`src/rtl/rf_pkg.sv`:
```
// Shared register-file constants and the address-to-one-hot helper.
// The RTL and the testbench both import this package.
package rf_pkg;

  localparam int unsigned RF_ADR_W = 3;
  localparam int unsigned RF_NREG  = 2 ** RF_ADR_W;

  function automatic logic [RF_NREG-1:0] onehot(input logic [RF_ADR_W-1:0] adr);
    logic [RF_NREG-1:0] v;
    v      = '0;
    v[adr] = 1'b1;
    return v;
  endfunction

endpackage

```
`src/rtl/reg_busy_scoreboard_onehot_dec.sv`:
```
// Combinational address to one-hot decoder with an enable.
// The output is all zeros when i_en is low.
module onehot_dec #(
  parameter int unsigned ADR_W = 3
) (
  input  logic                  i_en,
  input  logic [ADR_W-1:0]      i_adr,
  output logic [(2**ADR_W)-1:0] o_onehot
);

  always_comb begin
    o_onehot = '0;
    if (i_en) o_onehot[i_adr] = 1'b1;
  end

endmodule

```
`src/rtl/reg_busy_scoreboard.sv`:
```
// Register busy scoreboard with RAW/WAW issue stall and a registered
// one-hot regfile write enable driven by the writeback address.
module reg_busy_scoreboard
  import rf_pkg::*;
#(
  parameter int unsigned ADR_W     = RF_ADR_W,
  parameter bit          ZERO_HARD = 1'b0
) (
  input  logic                  clk,
  input  logic                  rst_n,
  input  logic                  flush,
  input  logic                  iss_valid,
  output logic                  iss_ready,
  input  logic                  iss_wr,
  input  logic [ADR_W-1:0]      iss_dst,
  input  logic                  iss_use_a,
  input  logic [ADR_W-1:0]      iss_src_a,
  input  logic                  iss_use_b,
  input  logic [ADR_W-1:0]      iss_src_b,
  input  logic                  wb_valid,
  input  logic [ADR_W-1:0]      wb_adr,
  output logic [(2**ADR_W)-1:0] wb_loc,
  output logic [(2**ADR_W)-1:0] busy_vec,
  output logic [ADR_W:0]        pend_cnt,
  output logic                  wb_err
);

  localparam int unsigned NREG = 2 ** ADR_W;

  // Register 0 drops out of every set/clear/enable vector when hardwired.
  localparam logic [NREG-1:0] ZMASK = ZERO_HARD ? {{(NREG-1){1'b1}}, 1'b0} : {NREG{1'b1}};

  function automatic logic [ADR_W:0] popcount(input logic [NREG-1:0] v);
    logic [ADR_W:0] cnt;
    cnt = '0;
    for (int i = 0; i < NREG; i++) cnt = cnt + {{ADR_W{1'b0}}, v[i]};
    return cnt;
  endfunction

  logic [NREG-1:0] r_busy;
  logic [NREG-1:0] r_wb_loc;
  logic [ADR_W:0]  r_pend;
  logic            r_wb_err;

  logic [NREG-1:0] w_clr_raw;
  logic [NREG-1:0] w_set_raw;
  logic [NREG-1:0] w_clr;
  logic [NREG-1:0] w_set;
  logic [NREG-1:0] w_eff_busy;
  logic [NREG-1:0] w_busy_d;
  logic            w_raw;
  logic            w_waw;
  logic            w_ready;
  logic            w_accept;
  logic            w_err_hit;

  onehot_dec #(
    .ADR_W (ADR_W)
  ) u_dec_wb (
    .i_en     (wb_valid),
    .i_adr    (wb_adr),
    .o_onehot (w_clr_raw)
  );

  onehot_dec #(
    .ADR_W (ADR_W)
  ) u_dec_dst (
    .i_en     (w_accept & iss_wr),
    .i_adr    (iss_dst),
    .o_onehot (w_set_raw)
  );

  // A writeback in the same cycle releases its register for issue (bypass).
  always_comb begin
    w_clr      = w_clr_raw & ZMASK;
    w_set      = w_set_raw & ZMASK;
    w_eff_busy = r_busy & ~w_clr;
    w_raw      = (iss_use_a & w_eff_busy[iss_src_a]) | (iss_use_b & w_eff_busy[iss_src_b]);
    w_waw      = iss_wr & w_eff_busy[iss_dst];
    w_ready    = ~flush & ~w_raw & ~w_waw;
    w_accept   = iss_valid & w_ready;
    w_busy_d   = flush ? '0 : (w_eff_busy | w_set);
    w_err_hit  = wb_valid & ~r_busy[wb_adr] & ~flush & ~(ZERO_HARD && (wb_adr == '0));
  end

  always_ff @(posedge clk or negedge rst_n) begin
    if (!rst_n) begin
      r_busy   <= '0;
      r_wb_loc <= '0;
      r_pend   <= '0;
      r_wb_err <= 1'b0;
    end else begin
      r_busy   <= w_busy_d;
      r_wb_loc <= w_clr;
      r_pend   <= popcount(w_busy_d);
      r_wb_err <= r_wb_err | w_err_hit;
    end
  end

  assign iss_ready = w_ready;
  assign wb_loc    = r_wb_loc;
  assign busy_vec  = r_busy;
  assign pend_cnt  = r_pend;
  assign wb_err    = r_wb_err;

endmodule

```
`config.mk`:
```
export PLATFORM = sky130hd
export DESIGN_NAME = reg_busy_scoreboard
export DESIGN_NICKNAME = d
export VERILOG_FILES = /design/src/rtl/rf_pkg.sv /design/src/rtl/reg_busy_scoreboard_onehot_dec.sv /design/src/rtl/reg_busy_scoreboard.sv
export SDC_FILE = /design/constraint.sdc
export NUM_CORES = 1
export LEC_CHECK = 0
export CAP_MARGIN = 20
export CORE_MARGIN = 2
export CORE_UTILIZATION = 39
export CTS_BUF_LIST = sky130_fd_sc_hd__clkbuf_8 sky130_fd_sc_hd__clkbuf_16
export CTS_CLUSTER_SIZE = 24
export DETAILED_ROUTE_END_ITERATION = 10
export DONT_BUFFER_PORTS = 1
export GPL_TIMING_DRIVEN = 0
export PLACE_DENSITY_LB_ADDON = 0.1
export REMOVE_ABC_BUFFERS = 1
export SYNTH_ARGS = -nofsm -noshare
export SYNTH_HDL_FRONTEND = slang
export SYNTH_SLANG_ARGS = --single-unit
```
`constraint.sdc`:
```
create_clock -name clk -period 11.7 [get_ports clk]
set_input_delay 1.17 -clock clk [delete_from_list [all_inputs] [get_ports clk]]
set_output_delay 1.17 -clock clk [all_outputs]
set_load 0.1 [all_outputs]
```
==> metrics.md, run 1 <==
| Metric | Value |
|---|---|
| Final Setup Violations | `0` |
| Most frequent cells in the layout | `dfrtp_1, inv_1, nand3_1` |
| Slew headroom | `0.270` |
| Clock power share | `0.321` |
| Avg Cell Area, Syn | `just over 9 sq um` |
| Period utilization | `0.459` |
| Routed vias | `between 1000 and 1500` |
| Worst hold path class | `input pin to asynchronous set/reset pin` |
| Clock-pin slew on the worst setup and hold paths | `approximately 0.080 ns` |
| Post-CTS sizing | `0` |
| RSZ-0062 raised after global routing | `false` |
| Fraction of registers with async set/reset | `1.00` |
| CTS tree | `done` |
| Vias in the first global route | `1215` |
| WL per Instance | `around 18 um` |
| Placer Congestion | `~0.8` |
| Final worst path period need | `roughly 5.4 ns` |
| GRT Overall Usage | `0.187` |
| Die Ht | `approximately 66 um` |
| Crit Path Category | `flip-flop to flip-flop` |
| CP peak stage delay | `0.98 ns` |
| DRT iter0 DRCs | `between 100 and 150` |
| Critical-path cell list | `o21ai_1 -> mux4_2 -> and2_1 -> o211ai_1 -> o21ai_1 -> fa_1 -> inv_1 -> fa_1 -> inv_1 -> fa_1 -> ha_1 -> inv_1 -> fa_1 -> inv_1` |
| Post-Syn Area | `1480 sq um` |
| Post-synthesis sequential area ratio | `0.356` |
| Tot Pwr | `0.144 mW` |
| Top_reg_cell synth | `dfrtp_1` |
| Initial antenna violation count | `0` |
| Fill cells | `370` |
| CTS max path bufs | `2` |
| Flop pwr share | `0.589` |
| CTS Sinks | `21` |
| Status | `finished clean` |
| Ys Warns | `0` |
| Setup_tns | `0 ns` |
| Finished layout cell area | `about 1500 sq um` |
| Pint | `~0.10 mW` |
| Final Hold Viols | `0` |
| Clk root buf | `clkbuf_8` |
| Setup repair bufs after CTS | `0` |
| H-Tree Depth | `1` |
| Worst Skew | `0.00537 ns` |
| Full die area | `about 4300 sq um` |
| Die width | `65.5 um` |
| Later-pin clock latency in the skew report | `0.26 ns` |
| Switching Share | `0.290` |
| Placement Cell Area | `around 1500 sq um` |
| Pwr per Cell Area | `approximately 94 nW/um^2` |
| Pleak | `about 0.64 nW` |
| Worst Setup Start Kind | `flip-flop` |
| Global-route wire length before repair | `6.07 mm` |
| CTS Hold Bufs | `0` |
| TritonCTS Buffers | `3` |
| Starting Density | `0.403` |
| CP top delay family | `adder cells` |
| Number of synthesized flops with an enable pin | `0` |
| Ports | `42` |
| CP required | `between 10 and 15 ns` |
| Maximum vdd drop | `45.0 uV` |
| Max-Cap Viols | `0` |
| 1st-pass router iterations | `4` |
| Placed cell count | `just under 200` |
| Slew of the pin with the lowest slew margin | `about 1.1 ns` |
| Crit. End Element | `flip-flop` |
| Area added between synthesis and finish | `3.90%` |
| Row cnt | `22` |
| Vias/cell | `a little over 6` |
| Largest fanout on the critical path | `11` |
| Detailed placement HPWL | `around 2.8 mm` |
| Port-buffer cells | `0` |
| Switching power | `between 0.04 and 0.05 mW` |
| Combinational Power Share | `0.090` |
| Antenna Nets Post-Route | `0` |
| Nets | `181` |
| Most common cell after layout, fill and taps aside | `dfrtp_1` |
| Max Freq | `about 0.19 GHz` |
| CP max stage cell | `dfrtp_1` |
| Post-route insts no fill | `around 200` |
| Synth cell types | `47` |
| Final wirelength | `3.71 mm` |
| DRC viols | `0` |
| Mapped Cells | `about 160` |
| Max Slew Vio Count | `0` |
| Placeable Area | `~3700 sq um` |
| Layout cells sized above 1 | `0.0719` |
| Worst EP arrival | `between 5 and 6 ns` |
| CP Buf/Inv Count | `4` |
| Seq cells post-synth | `21` |
| Remaining global-route overflow | `0` |
| ANT cells | `0` |
| Largest net degree at the start of global routing | `22` |
layer usage:
| layer | up-vias | track usage | wire (um) | part of all wire |
|---|---|---|---|---|
| met5 | - | 0 | 0 | 0 |
| met4 | 0 | 0.0443 | 32 | 0.0086 |
| met3 | 5 | 0.0445 | 295 | 0.080 |
| met2 | 40 | 0.314 | 1850 | 0.50 |
| met1 | 605 | 0.242 | 1530 | 0.41 |
| li1 | 577 | - | - | - |
path summary, 6_finish.rpt:
check                                              to                  start  slack [ns]  depth (start not counted)
worst max-delay path            pend_cnt[1]$_DFF_PN0_  busy_vec[6]$_DFF_PN0_        6.34                         14
worst min-delay path              wb_loc[1]$_DFF_PN0_                  rst_n        0.60                          0
worst max register to register  pend_cnt[1]$_DFF_PN0_  busy_vec[6]$_DFF_PN0_        6.34                         14
worst min register to register       wb_err$_DFF_PN0_       wb_err$_DFF_PN0_        1.13                          1
max in group asynchronous       busy_vec[4]$_DFF_PN0_                  rst_n       11.02                          0
min in group clk                  wb_loc[4]$_DFF_PN0_              wb_adr[0]        0.97                          1
power by group through the flow:
stage	registers [mW]	clock network [mW]	logic, mW
2_1_floorplan	0.0858	0	0.0108
6_report	0.0846	0.0461	0.0130
4_1_cts	0.0847	0.0484	0.0130
3_3_place_gp	0.0862	0	0.0128
3_5_place_dp	0.0862	0	0.0130
5_1_grt	0.0848	0.0511	0.0144
Yosys cell counts (all sizes together) (3+ instances only):
| cell type | instances | area (sq um) |
|---|---|---|
| buf | 5 | 31.3 |
| clkbuf | 5 | 18.8 |
| dfrtp | 21 | 526 |
| fa | 4 | 80.1 |
| ha | 3 | 37.5 |
| inv | 15 | 56.3 |
| mux2i | 4 | 40.0 |
| nand2 | 12 | 45.0 |
| nand3 | 13 | 65.1 |
| nand3b | 5 | 41.3 |
| nand4 | 4 | 25.0 |
| nand4b | 7 | 61.3 |
| nor2 | 4 | 15.0 |
| nor2b | 4 | 25.0 |
| nor3 | 5 | 25.0 |
| o21ai | 9 | 45.0 |
| o22ai | 6 | 37.5 |
flip-flops by register name, summed over array words and instances, names as in the netlist:
register  cells
busy_vec      8
pend_cnt      4
wb_err        1
wb_loc        8
cells by family (layout without fill, tap and decap cells):
kind of cell               count (synthesis)  count (layout)  share of synthesized area
and+or+nand+nor                           66              66                      0.281
DFF                                       21              21                      0.356
AOI/OAI and AO/OA                         32              32                      0.149
buffers and inverters                     25              19                     0.0720
muxes                                      6               6                     0.0500
adders and majority gates                  7               7                     0.0797
xor gates and xnor gates                   2               2                     0.0119
layout make-up:
type / count / area (sq um) / area share
clock inverters: 1 / 3.75 / 0.00245
flip-flops and latches: 21 / 526 / 0.343
clock buffers: 3 / 41.3 / 0.0269
well taps: 48 / 60.1 / 0.0392
multi-input cells: 113 / 847 / 0.552
inverters: 15 / 56.3 / 0.0367
worst register-to-register path: stages, from the launching register on:
cell	delay (ns)
dfrtp_1	0.98
o21ai_1	0.35
mux4_2	0.53
and2_1	0.17
o211ai_1	0.62
o21ai_1	0.26
fa_1	0.57
inv_1	0.05
fa_1	0.47
inv_1	0.04
fa_1	0.49
ha_1	0.17
inv_1	0.06
fa_1	0.47
inv_1	0.04
stage by stage:
| stage | hold WS (ns) | util | setup WS [ns] |
|---|---|---|---|
| 3_5_place_dp | 0.875 | 0.407 | 6.10 |
| 5_1_grt | 0.578 | 0.419 | 6.02 |
| 6_report | 0.597 | 0.419 | 6.34 |
| 3_3_place_gp | 0.875 | 0.406 | 6.11 |
| 2_1_floorplan | 0.874 | - | 6.54 |
| 4_1_cts | 0.590 | 0.419 | 6.32 |
Note: power is estimated with default switching activity, not from simulation.
==> inputs of run 2 (changes only) <==
Settings changed: ABC_AREA set to 1.
Clock period 11.7 ns to 4.9 ns, I/O delays scaled along.
==> run 2 against run 1 <==
Net effect: power grew to 2.5 times the previous value; clock-buffer cell count stayed put; sequential share of layout area is 0.86 points higher; combinational power grew to 3.9 times the previous value; critical path depth is 4 higher; critical endpoint unchanged; sequential power is 130% higher; setup slack worse by 6.0 ns; register-to-register slack worse by 6.0 ns; via count is 6.3% lower; non-clock buffer count is 2 higher.
==> metrics.md, run 2 <==
| Metric | Value |
|---|---|
| Initial antenna violation count | `0 (unchanged)` |
| Avg Cell Area, Syn | `7.71 sq um (-17%)` |
| Nets | `210 (+16%)` |
| Slew headroom | `0.334 (+0.0636)` |
| 1st-pass router iterations | `4 (unchanged)` |
| CTS Sinks | `21 (unchanged)` |
| Hold Slack | `0.287 ns (-0.309 ns)` |
| CTS tree | `done` |
| Ports | `42 (unchanged)` |
| Die width | `63.1 um (-3.6%)` |
| Remaining global-route overflow | `0 (unchanged)` |
| Placeable Area | `3340 sq um (-8.9%)` |
| Worst EP arrival | `4.70 ns (-0.82 ns)` |
| Ys Warns | `0 (unchanged)` |
| Final Setup Violations | `0 (unchanged)` |
| Synth top area cells | `dfrtp_1, nand2_1, inv_1` |
| Layout cells sized above 1 | `0.115 (+0.0435)` |
| CP peak stage delay | `1.01 ns (+0.03 ns)` |
| WL per Instance | `13.9 um (-24%)` |
| H-Tree Depth | `1 (unchanged)` |
| CP Buf/Inv Count | `4 (unchanged)` |
| CP max stage cell | `dfrtp_1` |
| Crit Path Category | `flip-flop to flip-flop` |
| Synth area leader | `dfrtp_1` |
| Antenna Nets Post-Route | `0 (unchanged)` |
| DRT iter0 DRCs | `76 (-45%)` |
| Later-pin clock latency in the skew report | `0.25 ns (about the same)` |
| Worst Setup Start Kind | `flip-flop` |
| Period utilization | `0.927 (+0.468)` |
| Critical-path cell list | `o21ai_4 -> nand2_1 -> nand2_1 -> nor2_1 -> nor2_1 -> nor2_1 -> nor2_4 -> nand4_1 -> a21oi_1 -> fa_1 -> inv_1 -> fa_1 -> inv_1 -> fa_1 -> ha_1 -> inv_1 -> fa_1 -> inv_1` |
| Area share of the largest cell type after synthesis | `0.385 (+0.0294)` |
| Global-route wire length before repair | `5.40 mm (-11%)` |
| Max-Cap Viols | `0 (unchanged)` |
| Most frequent cells in the layout | `nand2_1, inv_1, dfrtp_1` |
| Crit. End Element | `flip-flop` |
| Starting Density | `0.409 (+0.00542)` |
| Max Slew Vio Count | `0 (unchanged)` |
| Routed vias | `1150 (-6.3%)` |
| CTS Hold Bufs | `1 (+1)` |
| Top_reg_cell synth | `dfrtp_1` |
| Number of synthesized flops with an enable pin | `0 (unchanged)` |
| Post-CTS sizing | `0 (unchanged)` |
| CP top delay family | `adder cells` |
| Synth cell types | `25 (-47%)` |
| Seq cells post-synth | `21 (unchanged)` |
| Die Ht | `63.1 um (-3.6%)` |
| Status | `finished clean` |
| Final worst path period need | `4.54 ns (-0.823 ns)` |
| Max Freq | `0.220 GHz (+18%)` |
| Clock-pin slew on the worst setup and hold paths | `0.08 ns (about the same)` |
| Final wirelength | `3.18 mm (-14%)` |
| Full die area | `3990 sq um (-7.2%)` |
| Placer Congestion | `0.809 (-1.9%)` |
| TritonCTS Buffers | `3 (unchanged)` |
| DRC viols | `0 (unchanged)` |
| CP required | `5.06 ns (-6.79 ns)` |
| Mapped Cells | `177 (+11%)` |
| CTS max path bufs | `2 (unchanged)` |
| Worst Skew | `0.00345 ns (-0.00192 ns)` |
| GRT Overall Usage | `0.173 (-0.0138)` |
| Area added between synthesis and finish | `9.73%` |
| Slew of the pin with the lowest slew margin | `0.999 ns (-0.0954 ns)` |
| ANT cells | `0 (unchanged)` |
| Clk root buf | `clkbuf_8` |
| RSZ-0062 raised after global routing | `false` |
| Pleak | `0.797 nW (+24%)` |
| Largest fanout on the critical path | `8 (-3)` |
| Detailed placement HPWL | `2.62 mm (-6.8%)` |
| Final Hold Viols | `0 (unchanged)` |
| Fraction of registers with async set/reset | `1.00 (unchanged)` |
| Setup repair bufs after CTS | `0 (unchanged)` |
| Most common cell after layout, fill and taps aside | `nand2_1` |
| Vias in the first global route | `1180 (-2.9%)` |
| Area of the multi-input gates | `734 sq um (-13%)` |
| Most frequent cell after synthesis | `nand2_1` |
| Vias/cell | `5.04 (-17%)` |
| Register area | `526 sq um (unchanged)` |
| Largest net degree at the start of global routing | `22 (unchanged)` |
| Post-Syn Area | `1360 sq um (-7.6%)` |
| Setup_tns | `0 ns (unchanged)` |
| Post-synthesis sequential area ratio | `0.385 (+0.0294)` |
| Maximum vdd drop | `102 uV (+130%)` |
| Pwr per Cell Area | `241 nW/um^2 (+160%)` |
| Row cnt | `21 (-4.5%)` |
| Port-buffer cells | `0 (unchanged)` |
| Most frequent cells after synthesis | `nand2_1, inv_1, dfrtp_1` |
| Fill cells | `356 (-3.8%)` |
| Worst hold path class | `input pin to flip-flop` |
run 2: changes by cell type in the layout (fill, tap and decap cells not counted), sizes merged, moves of 6 or more:
cell / before / now
nand4b: 7 / 0
o22ai: 6 / 0
inv: 16 / 28
nand2: 12 / 45
a21oi: 2 / 8
nor2: 4 / 21
run 2: final cells by class:
cell class / count / area share
Clock buffer: 3 / 0.0276
Multi-Input combinational cell: 127 / 0.491
Tap cell: 46 / 0.0385
Inverter: 28 / 0.0702
Timing Repair Buffer: 2 / 0.0167
Clock inverter: 1 / 0.00502
Sequential cell: 21 / 0.351
run 2: cell families after synthesis:
logic type	Yosys count	share of synthesized area
and+or+nand+nor	99	0.339
buffers and inverters	29	0.0798
DFF	21	0.385
AOI/OAI and AO/OA	20	0.103
adders and majority gates	7	0.0862
xor gates and xnor gates	1	0.00642
run 2: final timing paths:
path / startpoint / endpoint / slack, ns / depth (start not counted)
setup / recovery: busy_vec[5]$_DFF_PN0_ / pend_cnt[1]$_DFF_PN0_ / 0.36 / 18
min in group asynchronous: rst_n / wb_loc[7]$_DFF_PN0_ / 0.80 / 1
hold reg to reg: wb_err$_DFF_PN0_ / wb_err$_DFF_PN0_ / 1.15 / 1
max in group asynchronous: rst_n / busy_vec[3]$_DFF_PN0_ / 3.56 / 1
setup reg to reg: busy_vec[5]$_DFF_PN0_ / pend_cnt[1]$_DFF_PN0_ / 0.36 / 18
hold / removal: flush / busy_vec[6]$_DFF_PN0_ / 0.29 / 1
run 2: worst reg2reg max path: cells and delay by family, from the launching register on:
kind	cells	cell delay (ns)
buf+inv	4	0.20
simple gates	7	0.77
flops	1	1.01
compound gates	2	0.32
fa+ha+maj	5	2.15
run 2: metal layers:
| layer | vias to the layer above | track usage | wire length [um] |
|---|---|---|---|
| met5 | - | 0 | 0 |
| met4 | 0 | 0.0694 | 43 |
| met2 | 35 | 0.301 | 1550 |
| met3 | 4 | 0.0429 | 209 |
| li1 | 579 | - | - |
| met1 | 532 | 0.203 | 1380 |
run 2: through the flow:
stage / setup WS [ns] / utilization / cell area [sq um] / std cells / power [mW]
global route: 0.0417 / 0.448 / 1500 / 228 / 0.379
CTS: 0.328 / 0.448 / 1500 / 228 / 0.364
global placement: 0.377 / 0.425 / 1420 / 222 / 0.246
floorplan: 0.738 / - / 1360 / 176 / 0.239
finish: 0.358 / 0.448 / 1500 / 228 / 0.361
detailed placement: 0.351 / 0.431 / 1440 / 223 / 0.249
run 2: report_power, final:
group	switching, mW	internal [mW]	total (mW)
clock	0.0548	0.0572	0.112
combinational	0.0346	0.0161	0.0507
sequential	0.0228	0.175	0.198
total	0.112	0.249	0.361
